### src/rtl/alu_exec_unit.sv
// -----------------------------------------------------------------------------
// alu_exec_unit
//
// Integer execution stage that sits directly after the reservation station.
// It takes at most one dispatched operation per cycle and evaluates it.
// Results are placed in a small circular completion FIFO. The FIFO head is
// offered on one common-data-bus channel and is removed when the bus grants it.
//
// Optional feature macro: ALU_MUL_EN
//   defined   : opcodes 17..20 (MUL, MULH, MULHSU, MULHU) go through a 3-stage
//               multiplier pipeline. The FIFO can take two pushes per edge;
//               the multiplier result is written first because it is older.
//   undefined : opcodes 17..20 complete in one cycle with result 0. There is
//               no multiplier logic and the FIFO takes one push per edge.
//
// Ports:
//   clk, rst_n       clock (rising edge), asynchronous active-low reset
//   rdy              run enable; when low all state holds and cdb_valid is 0
//   flush            empties the FIFO and kills in-flight multiplies
//   alu_ready        dispatch valid
//   alu_oprand       5-bit opcode
//   a, b             operands
//   alu_tag          destination tag
//   cdb_grant        bus accepted the current head this cycle
//   cdb_valid/tag/value  FIFO head, offered on the bus
//   alu_almost_full  registered, set when count >= FIFO_DEPTH-2
//   err_overflow     sticky, set when a push is dropped because the FIFO is full
// -----------------------------------------------------------------------------
module alu_exec_unit #(
    parameter int FIFO_DEPTH = 4,
    parameter int XLEN       = 32,
    parameter int TAG_W      = 4
) (
    input  logic             clk,
    input  logic             rst_n,
    input  logic             rdy,
    input  logic             flush,
    input  logic             alu_ready,
    input  logic [4:0]       alu_oprand,
    input  logic [XLEN-1:0]  a,
    input  logic [XLEN-1:0]  b,
    input  logic [TAG_W-1:0] alu_tag,
    input  logic             cdb_grant,
    output logic             cdb_valid,
    output logic [TAG_W-1:0] cdb_tag,
    output logic [XLEN-1:0]  cdb_value,
    output logic             alu_almost_full,
    output logic             err_overflow
);

    localparam int PTR_W = $clog2(FIFO_DEPTH);
    localparam int CNT_W = PTR_W + 1;
    localparam logic [CNT_W-1:0] DEPTH_C  = CNT_W'(FIFO_DEPTH);
    localparam logic [CNT_W-1:0] AF_LVL_C = CNT_W'(FIFO_DEPTH - 2);

    typedef enum logic [4:0] {
        OP_ADD    = 5'd0,
        OP_SUB    = 5'd1,
        OP_SLL    = 5'd2,
        OP_SLT    = 5'd3,
        OP_SLTU   = 5'd4,
        OP_XOR    = 5'd5,
        OP_SRL    = 5'd6,
        OP_SRA    = 5'd7,
        OP_OR     = 5'd8,
        OP_AND    = 5'd9,
        OP_EQ     = 5'd10,
        OP_NE     = 5'd11,
        OP_LT     = 5'd12,
        OP_GE     = 5'd13,
        OP_LTU    = 5'd14,
        OP_GEU    = 5'd15,
        OP_PASS_B = 5'd16,
        OP_MUL    = 5'd17,
        OP_MULH   = 5'd18,
        OP_MULHSU = 5'd19,
        OP_MULHU  = 5'd20
    } op_e;

    // Single-cycle result. Unknown opcodes (and multiply opcodes when the
    // multiplier is not built) fall through to 0.
    function automatic logic [XLEN-1:0] alu_calc(
        input logic [4:0]      op,
        input logic [XLEN-1:0] x,
        input logic [XLEN-1:0] y
    );
        logic [4:0]      sh;
        logic [XLEN-1:0] r;
        sh = y[4:0];
        r  = '0;
        case (op)
            OP_ADD:    r = x + y;
            OP_SUB:    r = x - y;
            OP_SLL:    r = x << sh;
            OP_SLT:    r = {{(XLEN-1){1'b0}}, ($signed(x) < $signed(y))};
            OP_SLTU:   r = {{(XLEN-1){1'b0}}, (x < y)};
            OP_XOR:    r = x ^ y;
            OP_SRL:    r = x >> sh;
            OP_SRA:    r = $signed(x) >>> sh;
            OP_OR:     r = x | y;
            OP_AND:    r = x & y;
            OP_EQ:     r = {{(XLEN-1){1'b0}}, (x == y)};
            OP_NE:     r = {{(XLEN-1){1'b0}}, (x != y)};
            OP_LT:     r = {{(XLEN-1){1'b0}}, ($signed(x) < $signed(y))};
            OP_GE:     r = {{(XLEN-1){1'b0}}, !($signed(x) < $signed(y))};
            OP_LTU:    r = {{(XLEN-1){1'b0}}, (x < y)};
            OP_GEU:    r = {{(XLEN-1){1'b0}}, !(x < y)};
            OP_PASS_B: r = y;
            default:   r = '0;
        endcase
        return r;
    endfunction

    // FIFO storage and control state
    logic [XLEN-1:0]  val_mem_r [FIFO_DEPTH];
    logic [TAG_W-1:0] tag_mem_r [FIFO_DEPTH];
    logic [PTR_W-1:0] rd_ptr_r;
    logic [PTR_W-1:0] wr_ptr_r;
    logic [CNT_W-1:0] count_r;
    logic             almost_full_r;
    logic             err_overflow_r;

    logic             advance_s;
    logic             head_valid_s;
    logic             pop_s;
    logic             alu_push_s;
    logic [XLEN-1:0]  alu_result_s;
    logic [CNT_W-1:0] space_s;
    logic             alu_acc_s;
    logic             drop_s;
    logic [CNT_W-1:0] push_cnt_s;
    logic [CNT_W-1:0] count_nxt_s;
    logic [PTR_W-1:0] alu_addr_s;

    // Flush overrides any same-cycle dispatch or grant.
    assign advance_s    = rdy && !flush;
    assign head_valid_s = rdy && (count_r != '0);
    assign pop_s        = advance_s && head_valid_s && cdb_grant;
    assign alu_result_s = alu_calc(alu_oprand, a, b);

`ifdef ALU_MUL_EN
    // ---------------- multiplier pipeline ----------------
    logic                is_mul_s;
    logic                a_sgn_s;
    logic                b_sgn_s;
    logic [2*XLEN-1:0]   a_ext_s;
    logic [2*XLEN-1:0]   b_ext_s;

    logic                m1_valid_r;
    logic                m1_hi_r;
    logic [TAG_W-1:0]    m1_tag_r;
    logic [2*XLEN-1:0]   m1_a_r;
    logic [2*XLEN-1:0]   m1_b_r;

    logic                m2_valid_r;
    logic                m2_hi_r;
    logic [TAG_W-1:0]    m2_tag_r;
    logic [2*XLEN-1:0]   m2_prod_r;

    logic                mul_push_s;
    logic [XLEN-1:0]     mul_val_s;
    logic                mul_acc_s;

    assign is_mul_s   = (alu_oprand >= OP_MUL) && (alu_oprand <= OP_MULHU);
    assign alu_push_s = advance_s && alu_ready && !is_mul_s;

    // Operands are sign- or zero-extended to the full product width so that
    // one unsigned multiply gives the correct low 2*XLEN bits for all variants.
    assign a_sgn_s = (alu_oprand == OP_MULH) || (alu_oprand == OP_MULHSU);
    assign b_sgn_s = (alu_oprand == OP_MULH);
    assign a_ext_s = {{XLEN{a[XLEN-1] & a_sgn_s}}, a};
    assign b_ext_s = {{XLEN{b[XLEN-1] & b_sgn_s}}, b};

    // Stage M1: capture a multiply dispatch.
    always_ff @(posedge clk or negedge rst_n) begin
        if (!rst_n) begin
            m1_valid_r <= 1'b0;
            m1_hi_r    <= 1'b0;
            m1_tag_r   <= '0;
            m1_a_r     <= '0;
            m1_b_r     <= '0;
        end else if (rdy) begin
            if (flush) begin
                m1_valid_r <= 1'b0;
            end else begin
                m1_valid_r <= alu_ready && is_mul_s;
                if (alu_ready && is_mul_s) begin
                    m1_hi_r  <= (alu_oprand != OP_MUL);
                    m1_tag_r <= alu_tag;
                    m1_a_r   <= a_ext_s;
                    m1_b_r   <= b_ext_s;
                end
            end
        end
    end

    // Stage M2: form the full product.
    always_ff @(posedge clk or negedge rst_n) begin
        if (!rst_n) begin
            m2_valid_r <= 1'b0;
            m2_hi_r    <= 1'b0;
            m2_tag_r   <= '0;
            m2_prod_r  <= '0;
        end else if (rdy) begin
            if (flush) begin
                m2_valid_r <= 1'b0;
            end else begin
                m2_valid_r <= m1_valid_r;
                m2_hi_r    <= m1_hi_r;
                m2_tag_r   <= m1_tag_r;
                m2_prod_r  <= m1_a_r * m1_b_r;
            end
        end
    end

    // Stage 3 is the FIFO push of the selected product half.
    assign mul_push_s = advance_s && m2_valid_r;
    assign mul_val_s  = m2_hi_r ? m2_prod_r[2*XLEN-1:XLEN] : m2_prod_r[XLEN-1:0];

    // Admission: the older multiply result claims space first; the newer
    // single-cycle result is the one dropped if only one slot is free.
    always_comb begin
        space_s     = DEPTH_C - count_r + CNT_W'(pop_s);
        mul_acc_s   = mul_push_s && (space_s >= CNT_W'(1));
        alu_acc_s   = alu_push_s && (space_s >= (mul_acc_s ? CNT_W'(2) : CNT_W'(1)));
        drop_s      = (mul_push_s && !mul_acc_s) || (alu_push_s && !alu_acc_s);
        push_cnt_s  = CNT_W'(mul_acc_s) + CNT_W'(alu_acc_s);
        count_nxt_s = count_r + push_cnt_s - CNT_W'(pop_s);
        alu_addr_s  = wr_ptr_r + PTR_W'(mul_acc_s);
    end
`else
    assign alu_push_s = advance_s && alu_ready;

    // Admission for the single-push FIFO.
    always_comb begin
        space_s     = DEPTH_C - count_r + CNT_W'(pop_s);
        alu_acc_s   = alu_push_s && (space_s >= CNT_W'(1));
        drop_s      = alu_push_s && !alu_acc_s;
        push_cnt_s  = CNT_W'(alu_acc_s);
        count_nxt_s = count_r + push_cnt_s - CNT_W'(pop_s);
        alu_addr_s  = wr_ptr_r;
    end
`endif

    // FIFO storage writes.
    always_ff @(posedge clk or negedge rst_n) begin
        if (!rst_n) begin
            for (int i = 0; i < FIFO_DEPTH; i++) begin
                val_mem_r[i] <= '0;
                tag_mem_r[i] <= '0;
            end
        end else if (advance_s) begin
`ifdef ALU_MUL_EN
            if (mul_acc_s) begin
                val_mem_r[wr_ptr_r] <= mul_val_s;
                tag_mem_r[wr_ptr_r] <= m2_tag_r;
            end
`endif
            if (alu_acc_s) begin
                val_mem_r[alu_addr_s] <= alu_result_s;
                tag_mem_r[alu_addr_s] <= alu_tag;
            end
        end
    end

    // FIFO pointers, occupancy, almost-full and sticky overflow flag.
    always_ff @(posedge clk or negedge rst_n) begin
        if (!rst_n) begin
            rd_ptr_r       <= '0;
            wr_ptr_r       <= '0;
            count_r        <= '0;
            almost_full_r  <= 1'b0;
            err_overflow_r <= 1'b0;
        end else if (rdy) begin
            if (flush) begin
                rd_ptr_r      <= '0;
                wr_ptr_r      <= '0;
                count_r       <= '0;
                almost_full_r <= 1'b0;
            end else begin
                rd_ptr_r      <= rd_ptr_r + PTR_W'(pop_s);
                wr_ptr_r      <= wr_ptr_r + push_cnt_s[PTR_W-1:0];
                count_r       <= count_nxt_s;
                almost_full_r <= (count_nxt_s >= AF_LVL_C);
                if (drop_s) begin
                    err_overflow_r <= 1'b1;
                end
            end
        end
    end

    // Head is offered straight from storage so a pop exposes the next entry
    // without a bubble; tag/value read as 0 whenever nothing is offered.
    assign cdb_valid       = head_valid_s;
    assign cdb_tag         = head_valid_s ? tag_mem_r[rd_ptr_r] : '0;
    assign cdb_value       = head_valid_s ? val_mem_r[rd_ptr_r] : '0;
    assign alu_almost_full = almost_full_r;
    assign err_overflow    = err_overflow_r;

endmodule

### config.mk
export PLATFORM = sky130hd
export DESIGN_NAME = alu_exec_unit
export DESIGN_NICKNAME = d
export VERILOG_FILES = /design/src/rtl/alu_exec_unit.sv
export SDC_FILE = /design/constraint.sdc
export NUM_CORES = 1
export LEC_CHECK = 0
export ABC_CLOCK_PERIOD_IN_PS = 8700
export BUFFER_PORTS_ARGS = -buffer_cell sky130_fd_sc_hd__buf_4
export CORE_MARGIN = 1.5
export CORE_UTILIZATION = 60
export DETAILED_ROUTE_END_ITERATION = 8
export PLACE_DENSITY = 0.79
export SYNTH_ARGS = -nofsm -noshare
export SYNTH_HDL_FRONTEND = slang
export SYNTH_SLANG_ARGS = --single-unit
### constraint.sdc
create_clock -name clk -period 8.7 [get_ports clk]
set_clock_uncertainty 0.15 [all_clocks]
set_input_delay 1.74 -clock clk [delete_from_list [all_inputs] [get_ports clk]]
set_output_delay 1.74 -clock clk [all_outputs]
set_load 0.01 [all_outputs]
==> out/qor.yml <==
status:
  outcome: "finished, final reports clean"
timing:
  grt_setup_unrepaired: "no"
  slew_violations: 0
  max-slew-margin-rel_pct: 17.8
  finalWorstPathRequiredPeriod_ns: 5.62
  setup_total_negative_slack_ns: 0
  final.setup.worst_slack_ns: 3.08
  final_hold_slack_ns: 0.324
  hold_viol_final: 0
  max_slew.worst_pin.slew_ns: 1.23
  fmax_mhz: 178
  final-setup-viol-count: 0
  final_worst_path_cycle_share_pct: 64.6
logic_synthesis:
  number_of_flops_mapped_to_enable_cells_by_yosys: 0
  yosysUniqueCellTypes: 90
  post_synth_inst_count: 2094
  synth_ff_type: "sky130_fd_sc_hd__dfrtp_1"
  synth_seq_area_share_pct: 22.7
  ys_seq_elements: 153
  syn-cell-area_um2: 16800
  synth_fp_nets: 2287
  avg_inst_size_synth_um2: 8.04
  yosys_warnings: 0
  async_flop_share_pct: 100
worst_setup_path:
  timing.critical_path.max_delay_family: "compound AO/OA/AOI/OAI gates"
  critPathCaptureType: "register"
  crit_top_cell: "sky130_fd_sc_hd__a21oi_1"
  cp.buffers_inverters: 2
  cpPeakStageDelay_ns: 1.09
  cp_data_arrival_time_ns: 5.72
  start_kind: "primary input"
  top_fanout_value_on_the_critical_path: 37
  crit_chain: "buf_4 -> inv_2 -> ha_1 -> nor2b_1 -> o21ai_1 -> a21oi_1 -> a211oi_2 -> a211oi_1 -> a21oi_1 -> a2111oi_1 -> o21ai_0"
  crit_required_ns: 8.80
  slowest_stage: "sky130_fd_sc_hd__a2111oi_1"
  r2r_start: "count_r[1]$_DFFE_PN0P_"
  critPathKind: "primary input to register"
  worstSetupStartpoint: "b[2]"
drt:
  detail_route.iter0.violations: 2661
  antenna_violating_nets_post_route: 0
  vias: 17734
  detail_route.drc_violations: 0
  detail_route.vias_per_cell: 7.15
  detailedRoute.firstPassIterationCount: 7
  wirelength_um: 62000
  detail_route.wl_per_cell_um: 25.0
power_and_ir_drop:
  p_seq_share_pct: 32.9
  power.clock.fraction_pct: 28.1
  cell_internal_pwr_mw: 1.84
  ir_worst_vdd_mv: 0.125
  power_leakage_nw: 8.07
  pwr_density_cell_nw_per_um2: 158
  netSwitchingPower_mw: 1.06
  power_frac_comb_pct: 39.0
  power_switching_share_pct: 36.7
placement:
  gpl.final_weighted_congestion: 1.14
  post-dp-hpwl_um: 44400
  place_worst_setup_slack_ns: 2.88
  place.port_buffers: 117
  dpl_cell_area_um2: 17700
clock_tree:
  cts.repair.resized: 0
  depth_of_the_cts_h_tree: 4
  clockRootBuffer: "sky130_fd_sc_hd__clkbuf_16"
  post_cts.repair.setup_buffers: 0
  clock_edge_transition_at_the_registers_on_the_reported_setup_and_hold_paths_ns: 0.06
  tritoncts.num_buffers: 17
  ctsHoldBuffers: 0
  cts_tree: "built"
  worst_skew_pair.late_latency_ns: 0.42
  tritoncts_num_sinks: 153
  clockBufferDepth: 2
run:
  cap_violations: 0
final_layout:
  syn_to_final_growth_pct: 8.99
  highest_count_cells_in_the_layout_ignoring_fill_and_taps: "sky130_fd_sc_hd__nand2_1, sky130_fd_sc_hd__nor2_1, sky130_fd_sc_hd__dfrtp_1, sky130_fd_sc_hd__buf_4, sky130_fd_sc_hd__a21oi_1"
  design.final.nets: 2283
  post-route-cell-area_um2: 18400
  insertedDiodeCount: 0
  fillers: 2371
  layout_commonest_cell: "sky130_fd_sc_hd__nand2_1"
  final_layout_size_suffix_gt1_share_pct: 14.9
global_route:
  grt.met1_usage_pct: 56.4
  grt_pass1_vias: 16185
  global_route.peak_usage_layer: "met2"
  track_usage_pct: 42.5
  grt_pass1_wl_um: 94500
  grt_start_max_net_pins: 79
  grt-ovfl-total: 0
  gr-usage-met3_pct: 6.71
  use_met2_pct: 67.2
  antenna_found_initial: 0
die:
  width_of_the_chip_um: 171
  floorplan.core_area_um2: 27700
  die_h_um: 171
  io_pins: 118
  placementRows: 61
  initial_utilization_pct: 60.8
  floorplan.die_area_um2: 29100
min_path:
  hp-class: "register to register"
  hold_path_startpoint: "tag_mem_r[7]$_DFFE_PN0P_"
==> flip-flops by register name, indices dropped and copies added, names as in the netlist <==
| register | flops |
|---|---|
| alu_addr_s | 2 |
| count_r | 3 |
| val_mem_r | 128 |
| alu_almost_full | 1 |
| rd_ptr_r | 2 |
| err_overflow | 1 |
| tag_mem_r | 16 |
==> per-stage QoR <==
step	util [%]	total power, mW	cells
after floorplan	-	1.69	2094
after global placement	63.9	2.01	2449
after detailed placement	63.9	2.05	2449
after CTS	66.3	2.88	2481
after global routing	66.3	3.04	2481
final	66.3	2.90	2481
==> cells by family (layout without fill, tap and decap cells) <==
logic type | after synthesis | after routing | synth area share [%]
fa+ha+maj | 114 | 114 | 8.60
simple gates | 709 | 709 | 19.0
flops | 153 | 153 | 22.7
compound gates | 668 | 668 | 26.1
buf+inv | 275 | 284 | 6.73
mux | 163 | 163 | 16.2
xor+xnor | 12 | 12 | 0.624
==> layer usage <==
layer,wire (µm),up-vias
met5,0,-
met4,3380,0
met3,6370,223
met2,28400,1246
met1,23900,8523
li1,-,7742
==> final cells by class <==
| class | instances | area, µm² | area share (%) |
|---|---|---|---|
| Multi-Input combinational cell | 1666 | 11900 | 64.8 |
| Sequential cell | 153 | 3830 | 20.9 |
| Timing Repair Buffer | 145 | 1090 | 5.95 |
| Tap cell | 378 | 473 | 2.58 |
| Clock buffer | 18 | 439 | 2.39 |
| Inverter | 107 | 402 | 2.19 |
| Clock inverter | 14 | 220 | 1.20 |
==> power groups by stage <==
stage / Clock [mW] / Sequential [mW] / Combinational [mW]
2_1_floorplan: 0 / 0.935 / 0.758
3_3_place_gp: 0 / 0.948 / 1.06
3_5_place_dp: 0 / 0.961 / 1.09
4_1_cts: 0.821 / 0.952 / 1.10
5_1_grt: 0.851 / 0.969 / 1.22
6_report: 0.813 / 0.955 / 1.13
==> synthesized netlist by cell type (all sizes together) (26+ instances only) <==
cell	count	share of area, %
buf	50	1.7
o31ai	26	1.2
a21oi	129	3.9
nand2	323	7.2
mux4	85	11
a22oi	29	1.3
dfrtp	153	23
ha	111	8.2
o21ai	215	6.4
mux2i	61	3.7
a211oi	32	1.5
clkbuf	118	2.6
nand3	40	1.2
and3	48	1.8
nor3	36	1.1
nor2	157	3.5
inv	107	2.4
==> worst min-delay path, cell delays in order (launching register included) <==
cell and delay, ns:
sky130_fd_sc_hd__dfrtp_1 0.34, sky130_fd_sc_hd__nand2_1 0.05, sky130_fd_sc_hd__nand2_1 0.05
==> final timing paths <==
path,endpoint,cells after the start,slack (ns)
max,val_mem_r[108]$_DFFE_PN0P_,11,3.08
max in group asynchronous,rd_ptr_r[0]$_DFFE_PN0P_,2,5.75
min in group asynchronous,val_mem_r[72]$_DFFE_PN0P_,1,1.18
max reg2reg,alu_almost_full$_DFFE_PN0P_,18,5.10
min,tag_mem_r[7]$_DFFE_PN0P_,2,0.32
min reg2reg,tag_mem_r[7]$_DFFE_PN0P_,2,0.32
Power figures use the tool's default switching activity.
